===== src/rtl/mult_pkg.sv =====
// Shared definitions for the sequential shift-and-add multiplier.
// Contents: FSM state encoding, default operand width, and the helper
// that sizes the bit counter from the operand width.
package mult_pkg;

    localparam int unsigned DEF_WIDTH = 8;

    typedef enum logic [2:0] {
        ST_IDLE  = 3'b000,
        ST_INIT  = 3'b001,
        ST_ADD   = 3'b010,
        ST_SHIFT = 3'b011,
        ST_DONE  = 3'b100
    } state_t;

    // Counter must hold WIDTH-1; keep at least one bit for WIDTH=1.
    function automatic int unsigned cnt_width(input int unsigned width);
        return (width > 1) ? $clog2(width) : 1;
    endfunction

endpackage


===== src/rtl/mult_controller.sv =====
// Control FSM for the shift-and-add multiplier.
// Ports:
//   clk, rst       clock, synchronous active-high reset
//   start          operation request (sampled in IDLE, must drop in INIT)
//   cnt_zero       bit counter has reached zero
//   mp_lsb         current multiplier LSB, selects add vs. skip
//   ld_op          load operands / clear accumulator / preset counter
//   ld_acc         add multiplicand into accumulator
//   sh_p           shift {C,ACC,MP} right by one
//   ld_prod        transfer {ACC,MP} to the product register
//   cnt_en         decrement the bit counter
//   busy           registered, high in every state except IDLE
//   done           registered, high for exactly the DONE cycle
module mult_controller
    import mult_pkg::*;
(
    input  logic clk,
    input  logic rst,
    input  logic start,
    input  logic cnt_zero,
    input  logic mp_lsb,
    output logic ld_op,
    output logic ld_acc,
    output logic sh_p,
    output logic ld_prod,
    output logic cnt_en,
    output logic busy,
    output logic done
);

    state_t state;
    state_t next_state;

    // State and status registers; busy/done track the state being entered.
    always_ff @(posedge clk) begin
        if (rst) begin
            state <= ST_IDLE;
            busy  <= 1'b0;
            done  <= 1'b0;
        end else begin
            state <= next_state;
            busy  <= (next_state != ST_IDLE);
            done  <= (next_state == ST_DONE);
        end
    end

    // Next-state and datapath strobes.
    always_comb begin
        next_state = state;
        ld_op      = 1'b0;
        ld_acc     = 1'b0;
        sh_p       = 1'b0;
        ld_prod    = 1'b0;
        cnt_en     = 1'b0;
        unique case (state)
            ST_IDLE: begin
                if (start) begin
                    ld_op      = 1'b1;
                    next_state = ST_INIT;
                end
            end
            // Hold here until the requester releases start.
            ST_INIT: begin
                if (!start) next_state = ST_ADD;
            end
            ST_ADD: begin
                ld_acc     = mp_lsb;
                next_state = ST_SHIFT;
            end
            ST_SHIFT: begin
                sh_p = 1'b1;
                if (cnt_zero) begin
                    next_state = ST_DONE;
                end else begin
                    cnt_en     = 1'b1;
                    next_state = ST_ADD;
                end
            end
            ST_DONE: begin
                ld_prod    = 1'b1;
                next_state = ST_IDLE;
            end
            default: next_state = ST_IDLE;
        endcase
    end

endmodule


===== src/rtl/seq_multiplier.sv =====
// Sequential shift-and-add multiplier: one multiplier bit per ADD/SHIFT
// pair, start/done handshake shared with the restoring divider.
// Optional feature: define SEQ_MULT_SIGNED_EN for two's-complement operands
// (magnitudes are multiplied, the product is negated when signs differ).
// Ports:
//   clk, rst   clock, synchronous active-high reset
//   start      request, operands sampled on the first IDLE cycle it is high
//   mcand      multiplicand, WIDTH bits
//   mplier     multiplier, WIDTH bits
//   product    2*WIDTH result, loaded in DONE, held until next DONE or rst
//   busy       high whenever the engine is not IDLE
//   done       one-cycle completion pulse
module seq_multiplier
    import mult_pkg::*;
#(
    parameter int unsigned WIDTH = DEF_WIDTH
) (
    input  logic                 clk,
    input  logic                 rst,
    input  logic                 start,
    input  logic [WIDTH-1:0]     mcand,
    input  logic [WIDTH-1:0]     mplier,
    output logic [2*WIDTH-1:0]   product,
    output logic                 busy,
    output logic                 done
);

    localparam int unsigned PW = 2 * WIDTH;
    localparam int unsigned CW = cnt_width(WIDTH);

    logic [WIDTH-1:0] mc;
    logic [WIDTH-1:0] acc;
    logic [WIDTH-1:0] mp;
    logic             c;
    logic [CW-1:0]    cnt;

    logic ld_op, ld_acc, sh_p, ld_prod, cnt_en;
    logic cnt_zero;

    logic [WIDTH-1:0] mcand_mag;
    logic [WIDTH-1:0] mplier_mag;
    logic [PW-1:0]    prod_val;

`ifdef SEQ_MULT_SIGNED_EN
    logic sign;

    // Magnitudes fit in WIDTH unsigned bits, including -2^(WIDTH-1).
    assign mcand_mag  = mcand[WIDTH-1]  ? (~mcand  + WIDTH'(1)) : mcand;
    assign mplier_mag = mplier[WIDTH-1] ? (~mplier + WIDTH'(1)) : mplier;
    assign prod_val   = sign ? (~{acc, mp} + PW'(1)) : {acc, mp};

    always_ff @(posedge clk) begin
        if (rst)        sign <= 1'b0;
        else if (ld_op) sign <= mcand[WIDTH-1] ^ mplier[WIDTH-1];
    end
`else
    assign mcand_mag  = mcand;
    assign mplier_mag = mplier;
    assign prod_val   = {acc, mp};
`endif

    assign cnt_zero = (cnt == '0);

    // Datapath registers; the controller guarantees one strobe per cycle.
    always_ff @(posedge clk) begin
        if (rst) begin
            mc      <= '0;
            acc     <= '0;
            mp      <= '0;
            c       <= 1'b0;
            cnt     <= '0;
            product <= '0;
        end else begin
            if (ld_op) begin
                mc  <= mcand_mag;
                mp  <= mplier_mag;
                acc <= '0;
                c   <= 1'b0;
                cnt <= CW'(WIDTH - 1);
            end
            if (ld_acc) begin
                {c, acc} <= {1'b0, acc} + {1'b0, mc};
            end
            // Logical right shift of {C,ACC,MP}; the add carry re-enters ACC.
            if (sh_p) begin
                acc <= {c, acc[WIDTH-1:1]};
                mp  <= {acc[0], mp[WIDTH-1:1]};
                c   <= 1'b0;
            end
            if (cnt_en) begin
                cnt <= cnt - CW'(1);
            end
            if (ld_prod) begin
                product <= prod_val;
            end
        end
    end

    mult_controller u_ctrl (
        .clk      (clk),
        .rst      (rst),
        .start    (start),
        .cnt_zero (cnt_zero),
        .mp_lsb   (mp[0]),
        .ld_op    (ld_op),
        .ld_acc   (ld_acc),
        .sh_p     (sh_p),
        .ld_prod  (ld_prod),
        .cnt_en   (cnt_en),
        .busy     (busy),
        .done     (done)
    );

endmodule


===== config.mk =====
export PLATFORM = sky130hd
export DESIGN_NAME = seq_multiplier
export DESIGN_NICKNAME = d
export VERILOG_FILES = /design/src/rtl/mult_pkg.sv /design/src/rtl/mult_controller.sv /design/src/rtl/seq_multiplier.sv
export SDC_FILE = /design/constraint.sdc
export NUM_CORES = 1
export LEC_CHECK = 0
export CAP_MARGIN = 20
export CORE_MARGIN = 3
export CORE_UTILIZATION = 50
export DETAILED_ROUTE_END_ITERATION = 6
export GPL_ROUTABILITY_DRIVEN = 0
export HOLD_SLACK_MARGIN = 0.12
export PLACE_DENSITY = 0.76
export SYNTH_ARGS = -nofsm -noshare
export SYNTH_HDL_FRONTEND = slang
export SYNTH_SLANG_ARGS = --single-unit

===== constraint.sdc =====
create_clock -name clk -period 4.9 [get_ports clk]
set_clock_uncertainty 0.1 [all_clocks]
set_input_delay 0.735 -clock clk [delete_from_list [all_inputs] [get_ports clk]]
set_output_delay 0.735 -clock clk [all_outputs]
set_load 0.01 [all_outputs]

==> reports/metrics.cfg, run 1 <==
[critical_path]
arrival_ns=2.63
critPathKind=input pin to register
endpoint_kind=register
timing.critical_path.from_type=input pin
cp_max_fo=17
cp_data_required_time_ns=5.06

[clock_network]
cts_hold_buffers=0
cts_tree=built
post_cts_resized=0
cts_max_path_buffers=2
clock-root-buffer=sky130_fd_sc_hd__clkbuf_8
cts_buffers=5
clock_tree.htree_level_count=2
clk_transition_reported_paths_ns=0.09
clk-insertion-delay-late_ns=0.31
post-cts-setup-buffer-count=0
cts_sinks=49

[synth]
count_of_unique_library_cells_instantiated_by_yosys=37
synth-seq-cells=49
synth_sequential_area_ratio_pct=43.9
postSynthAreaPerCell_um2=8.19
ys.flop_type=sky130_fd_sc_hd__dfxtp_1
count_of_flip_flops_with_a_built_in_enable_after_synthesis=0
postSynth.asyncResetShare_pct=0
synth.net_count=303
cell_area_after_synthesis_um2=2240
synthesis.instances=273
yosys_warnings=0

[timing]
timing_hold_violations_final=0
slew_headroom_pct=54.9
rsz0062_at_grt=false
report.final.slew_viol_count=0
setup_total_negative_slack_ns=0
whs_ns=0.358
finalSetupViolCount=0
max_slew.worst_pin.slew_ns=0.674
layout_worst_path_cycle_share_pct=50.4
min_period_ns=2.47
achievable-frequency_mhz=405

[cells_and_area]
insertedDiodeCount=0
areaGrowthSynthToFinish_pct=21.9
fin_util_pct=65.8
post_route_cells_drive_above_1_share_pct=5.63
final-instance-count-excl-fill=352
design.final.nets=331

[run_status]
run_status=complete, no violations

[global_route]
wire_length_of_the_first_global_routing_pass_mm=7.93
grt_max_degree=32
global_route.overflow_total=0
first_global_vias=1784
grt_usage_pct=19.0
grt_antenna_before_repair=0

[routing]
wl_mm=4.56
vias_post_dr=1930
dr.first_iter.drc_count=108
antenna_left=0
drc=0
via_per_inst=5.48
post_drt_wl_per_cell_um=12.9
drt_first_pass_iters=4

[placed_design]
placed_instance_count=342
hpwl_after_detailed_placement_mm=3.20
port_buffers=36

[floorplanning]
die_w_um=72.9
core.rowCount=23
core_area_um2=4140
initial_core_util_pct=54.0
die_area_um2=5310
floorplan.io_pins=37
floorplan.die.height_um=72.9

[min_path]
worst_hold_path_type=register to register

[power]
power_leakage_nw=1.03
ir_drop_mv=0.168
total_power_uw=825
power.density_nw_per_um2=303

[job]
max_cap_viol_count=0

layer usage:
layer  track usage (%)  part of all wire (%)  up-vias
met1              24.9                    49      879
met2              30.6                    45       45
met5                 0                     0        -
li1                  -                     -     1001
met3              4.82                   4.3        5
met4              6.35                   1.3        0
cells in the final DEF (no fill, tap or decap), drive strengths merged, types with 2 or more instances in the layout:
cell            n
inv             5
xor2            2
xnor2           2
dfxtp          49
o21ai           5
nand3           2
nor3            8
or2             2
nor2           21
a22oi           2
ha             10
clkbuf          6
nand2b          3
a311oi         10
nand2          73
o21a            2
a21oi          30
a211oi          6
a222oi          4
clkdlybuf4s50  36
and2            2
o211ai          2
a21o            3
buf             4
Yosys cell counts, types with 2 or more instances:
| master | instances | area share [%] |
|---|---|---|
| sky130_fd_sc_hd__inv_1 | 5 | 0.84 |
| sky130_fd_sc_hd__a311oi_1 | 10 | 3.9 |
| sky130_fd_sc_hd__a222oi_1 | 4 | 1.8 |
| sky130_fd_sc_hd__a211oi_1 | 6 | 2.0 |
| sky130_fd_sc_hd__a21o_1 | 3 | 1.0 |
| sky130_fd_sc_hd__o21ai_0 | 5 | 1.1 |
| sky130_fd_sc_hd__o211ai_1 | 2 | 0.67 |
| sky130_fd_sc_hd__clkbuf_1 | 13 | 2.2 |
| sky130_fd_sc_hd__dfxtp_1 | 49 | 44 |
| sky130_fd_sc_hd__a22oi_1 | 2 | 0.67 |
| sky130_fd_sc_hd__a21oi_1 | 30 | 6.7 |
| sky130_fd_sc_hd__xor2_1 | 2 | 0.78 |
| sky130_fd_sc_hd__and2_1 | 2 | 0.56 |
| sky130_fd_sc_hd__nor2_1 | 21 | 3.5 |
| sky130_fd_sc_hd__or2_2 | 2 | 0.56 |
| sky130_fd_sc_hd__nand2_1 | 73 | 12 |
| sky130_fd_sc_hd__nand2b_1 | 3 | 0.84 |
| sky130_fd_sc_hd__o21a_1 | 2 | 0.67 |
| sky130_fd_sc_hd__buf_6 | 3 | 1.5 |
| sky130_fd_sc_hd__xnor2_1 | 2 | 0.78 |
| sky130_fd_sc_hd__buf_1 | 2 | 0.34 |
| sky130_fd_sc_hd__nand3_1 | 2 | 0.45 |
| sky130_fd_sc_hd__nor3_1 | 7 | 1.6 |
| sky130_fd_sc_hd__ha_1 | 10 | 5.6 |
final timing paths:
| kind | start | endpoint | slack, ns | depth (start not counted) |
|---|---|---|---|---|
| worst max-delay path | start | acc[7] | 2.43 | 6 |
| worst min-delay path | product[9] | product[9] | 0.36 | 2 |
| worst max register to register | acc[0] | acc[6] | 2.82 | 7 |
| worst min register to register | product[9] | product[9] | 0.36 | 2 |
kinds of logic after synthesis:
kind of cell    count (synthesis)  synth area share [%]
simple gates                  115                  22.2
compound gates                 70                  20.8
flops                          49                  43.9
buf+inv                        24                  5.09
fa+ha+maj                      11                  6.49
xor+xnor                        4                  1.57
where the power goes:
group	switching, mW	leakage [nW]	internal (mW)
Combinational	0.0467	0.577	0.0459
Sequential	0.0146	0.399	0.414
Clock	0.137	0.0574	0.166
Total	0.198	1.03	0.626
layout make-up:
class | instances | area [um2]
multi-input combinational | 200 | 1140
sequential | 49 | 981
timing repair buffer | 40 | 402
clock buffer | 6 | 82.6
inverter | 5 | 18.8
fill | 370 | 1420
tap | 50 | 62.6
clock inverter | 2 | 37.5
through the flow:
stage	area, um2	setup WS (ns)
after global placement	2580	2.10
final	2730	2.43
after CTS	2700	2.32
after global routing	2730	2.35
after floorplan	2240	2.73
after detailed placement	2580	2.01
worst max-delay path, cell delays in order:
cell                              delay [ns]
sky130_fd_sc_hd__clkdlybuf4s50_1        0.51
sky130_fd_sc_hd__or4b_4                 0.60
sky130_fd_sc_hd__o31a_1                 0.25
sky130_fd_sc_hd__nor2b_4                0.16
sky130_fd_sc_hd__o32a_1                 0.32
sky130_fd_sc_hd__nand2_1                0.05
registers in the layout (all words and copies together), names as in the netlist:
signal,count
acc,8
c,1
cnt,3
mc,8
mp,8
product,16
u_ctrl.busy,1
u_ctrl.done,1
u_ctrl.state,3
(Power assumes the default switching activity.)
==> inputs of run 2 (changes only) <==
clock period = 2.51 ns   (was 4.9 ns; I/O delays follow)
==> run 2 against run 1 <==
Net effect:
- final cell count rose by 0.57%
- sequential share of layout area rose by 0.099 points
- register-to-register slack got worse by 2.4 ns
- sequential cell count did not move
- wire length rose by 1.8%
- core utilization fell by 0.18 points
- clock power rose by 61%
- cell area fell by 0.28%
- critical path depth rose by 1
- die area did not move
==> reports/metrics.cfg, run 2 (synthesis gave the netlist of run 1 again) <==
[critical_path]
slowest_stage=sky130_fd_sc_hd__fa_1
critical-path-max-stage-delay_ns=0.43
endpoint_kind=register
ff_to_ff_setup_slack_ns=0.42
path_cells=ha_1, fa_1, a211oi_1, o21ai_0, nand3_1, nand3_1, a221oi_1
timing.critical_path.from_type=register
crit_path_frequent_cell=sky130_fd_sc_hd__nand3_1
critical_path.reg2reg.startpoint=acc[0]
cp_data_required_time_ns=2.62
critPathKind=register to register
startpoint=acc[0]
cp_max_fo=4
arrival_ns=2.21

[placed_design]
placedInstanceArea_um2=2620
placed_instance_count=346
hpwl_after_detailed_placement_mm=3.21
port_buffers=36

[min_path]
worst_hold_path_type=register to register
min-delay-start=product[5]

[floorplanning]
floorplan.io_pins=37
die_w_um=72.9
core_area_um2=4140
initial_core_util_pct=54.0
floorplan.die.height_um=72.9
core.rowCount=23
die_area_um2=5310

[global_route]
grt_max_degree=52
wire_length_of_the_first_global_routing_pass_mm=8.02
global_route.overflow_total=0
grt_usage_pct=19.2
first_global_vias=1750
grt_antenna_before_repair=0

[timing]
achievable-frequency_mhz=478
min_period_ns=2.09
timing_hold_violations_final=0
report.final.slew_viol_count=0
whs_ns=0.357
layout_worst_path_cycle_share_pct=83.4
rsz0062_at_grt=false
finalSetupViolCount=0
max_slew.worst_pin.slew_ns=0.594
slew_headroom_pct=60.4
setup_total_negative_slack_ns=0

[clock_network]
cts_max_path_buffers=2
cts_hold_buffers=0
cts_tree=built
cts_buffers=5
post-cts-setup-buffer-count=0
clk_transition_reported_paths_ns=0.09
clock-root-buffer=sky130_fd_sc_hd__clkbuf_8
clk-insertion-delay-late_ns=0.30
clock_tree.htree_level_count=2
post_cts_resized=0
cts_sinks=49

[cells_and_area]
design.final.nets=333
design_area_um2=2720
mostFrequentLayoutCells=sky130_fd_sc_hd__nand2_1, sky130_fd_sc_hd__dfxtp_1, sky130_fd_sc_hd__clkdlybuf4s50_1, sky130_fd_sc_hd__a21oi_1, sky130_fd_sc_hd__nor2_1
post_route_cells_drive_above_1_share_pct=6.25
insertedDiodeCount=0
most_common_cell_after_layout_fill_and_taps_aside=sky130_fd_sc_hd__nand2_1
filler_cell_count=376
largest_reg_flops=16
areaGrowthSynthToFinish_pct=21.5
final-instance-count-excl-fill=354
register_with_the_most_flip_flops=product

[routing]
via_per_inst=5.42
dr.first_iter.drc_count=102
vias_post_dr=1919
antenna_left=0
post_drt_wl_per_cell_um=13.1
drt_first_pass_iters=4
wl_mm=4.64
drc=0

[job]
max_cap_viol_count=0

[run_status]
run_status=complete, no violations

[power]
power_leakage_nw=1.04
power.density_nw_per_um2=556
total_power_mw=1.51
ir_drop_mv=0.264

==> run 2: power breakdown <==
part           total, mW  switching, mW  internal (mW)
Sequential         0.838         0.0290          0.809
Clock              0.487          0.263          0.224
Combinational      0.187         0.0939         0.0932
Total               1.51          0.386           1.13
==> run 2: area by class of cell <==
type / count / area (um2) / area share, %
Inverter: 5 / 18.8 / 0.691
Tap cell: 50 / 62.6 / 2.30
Clock inverter: 2 / 13.8 / 0.506
Sequential cell: 49 / 981 / 36.1
Clock buffer: 6 / 82.6 / 3.04
Multi-Input combinational cell: 200 / 1140 / 42.0
Timing Repair Buffer: 42 / 418 / 15.4
==> run 2: metrics by stage <==
step	utilization, %	setup WS, ns
6_report	65.6	0.416
5_1_grt	65.6	0.189
4_1_cts	65.6	0.391
3_5_place_dp	63.3	0.229
3_3_place_gp	63.3	0.245
2_1_floorplan	-	0.576
==> run 2: critical path: cells and delay by family, from the launching register on <==
kind | cells | cell delay (ns)
AO/OA/AOI/OAI | 3 | 0.65
adder cells (fa/ha/maj) | 2 | 0.67
flip-flops | 1 | 0.35
AND/OR/NAND/NOR | 2 | 0.22
==> run 2: path summary, 6_finish.rpt <==
kind,end,cells after the start
max reg2reg,acc[6],7
min,product[5],2
max,acc[6],7
min reg2reg,product[5],2
==> run 2: routing by layer <==
layer	part of all wire [%]	global-route usage [%]	wire length [um]	vias to the layer above
met4	1.4	7.38	67	0
met3	4.1	4.27	190	5
met2	45	30.4	2080	43
met1	50	25.6	2300	869
met5	0	0	0	-
li1	-	-	-	1002
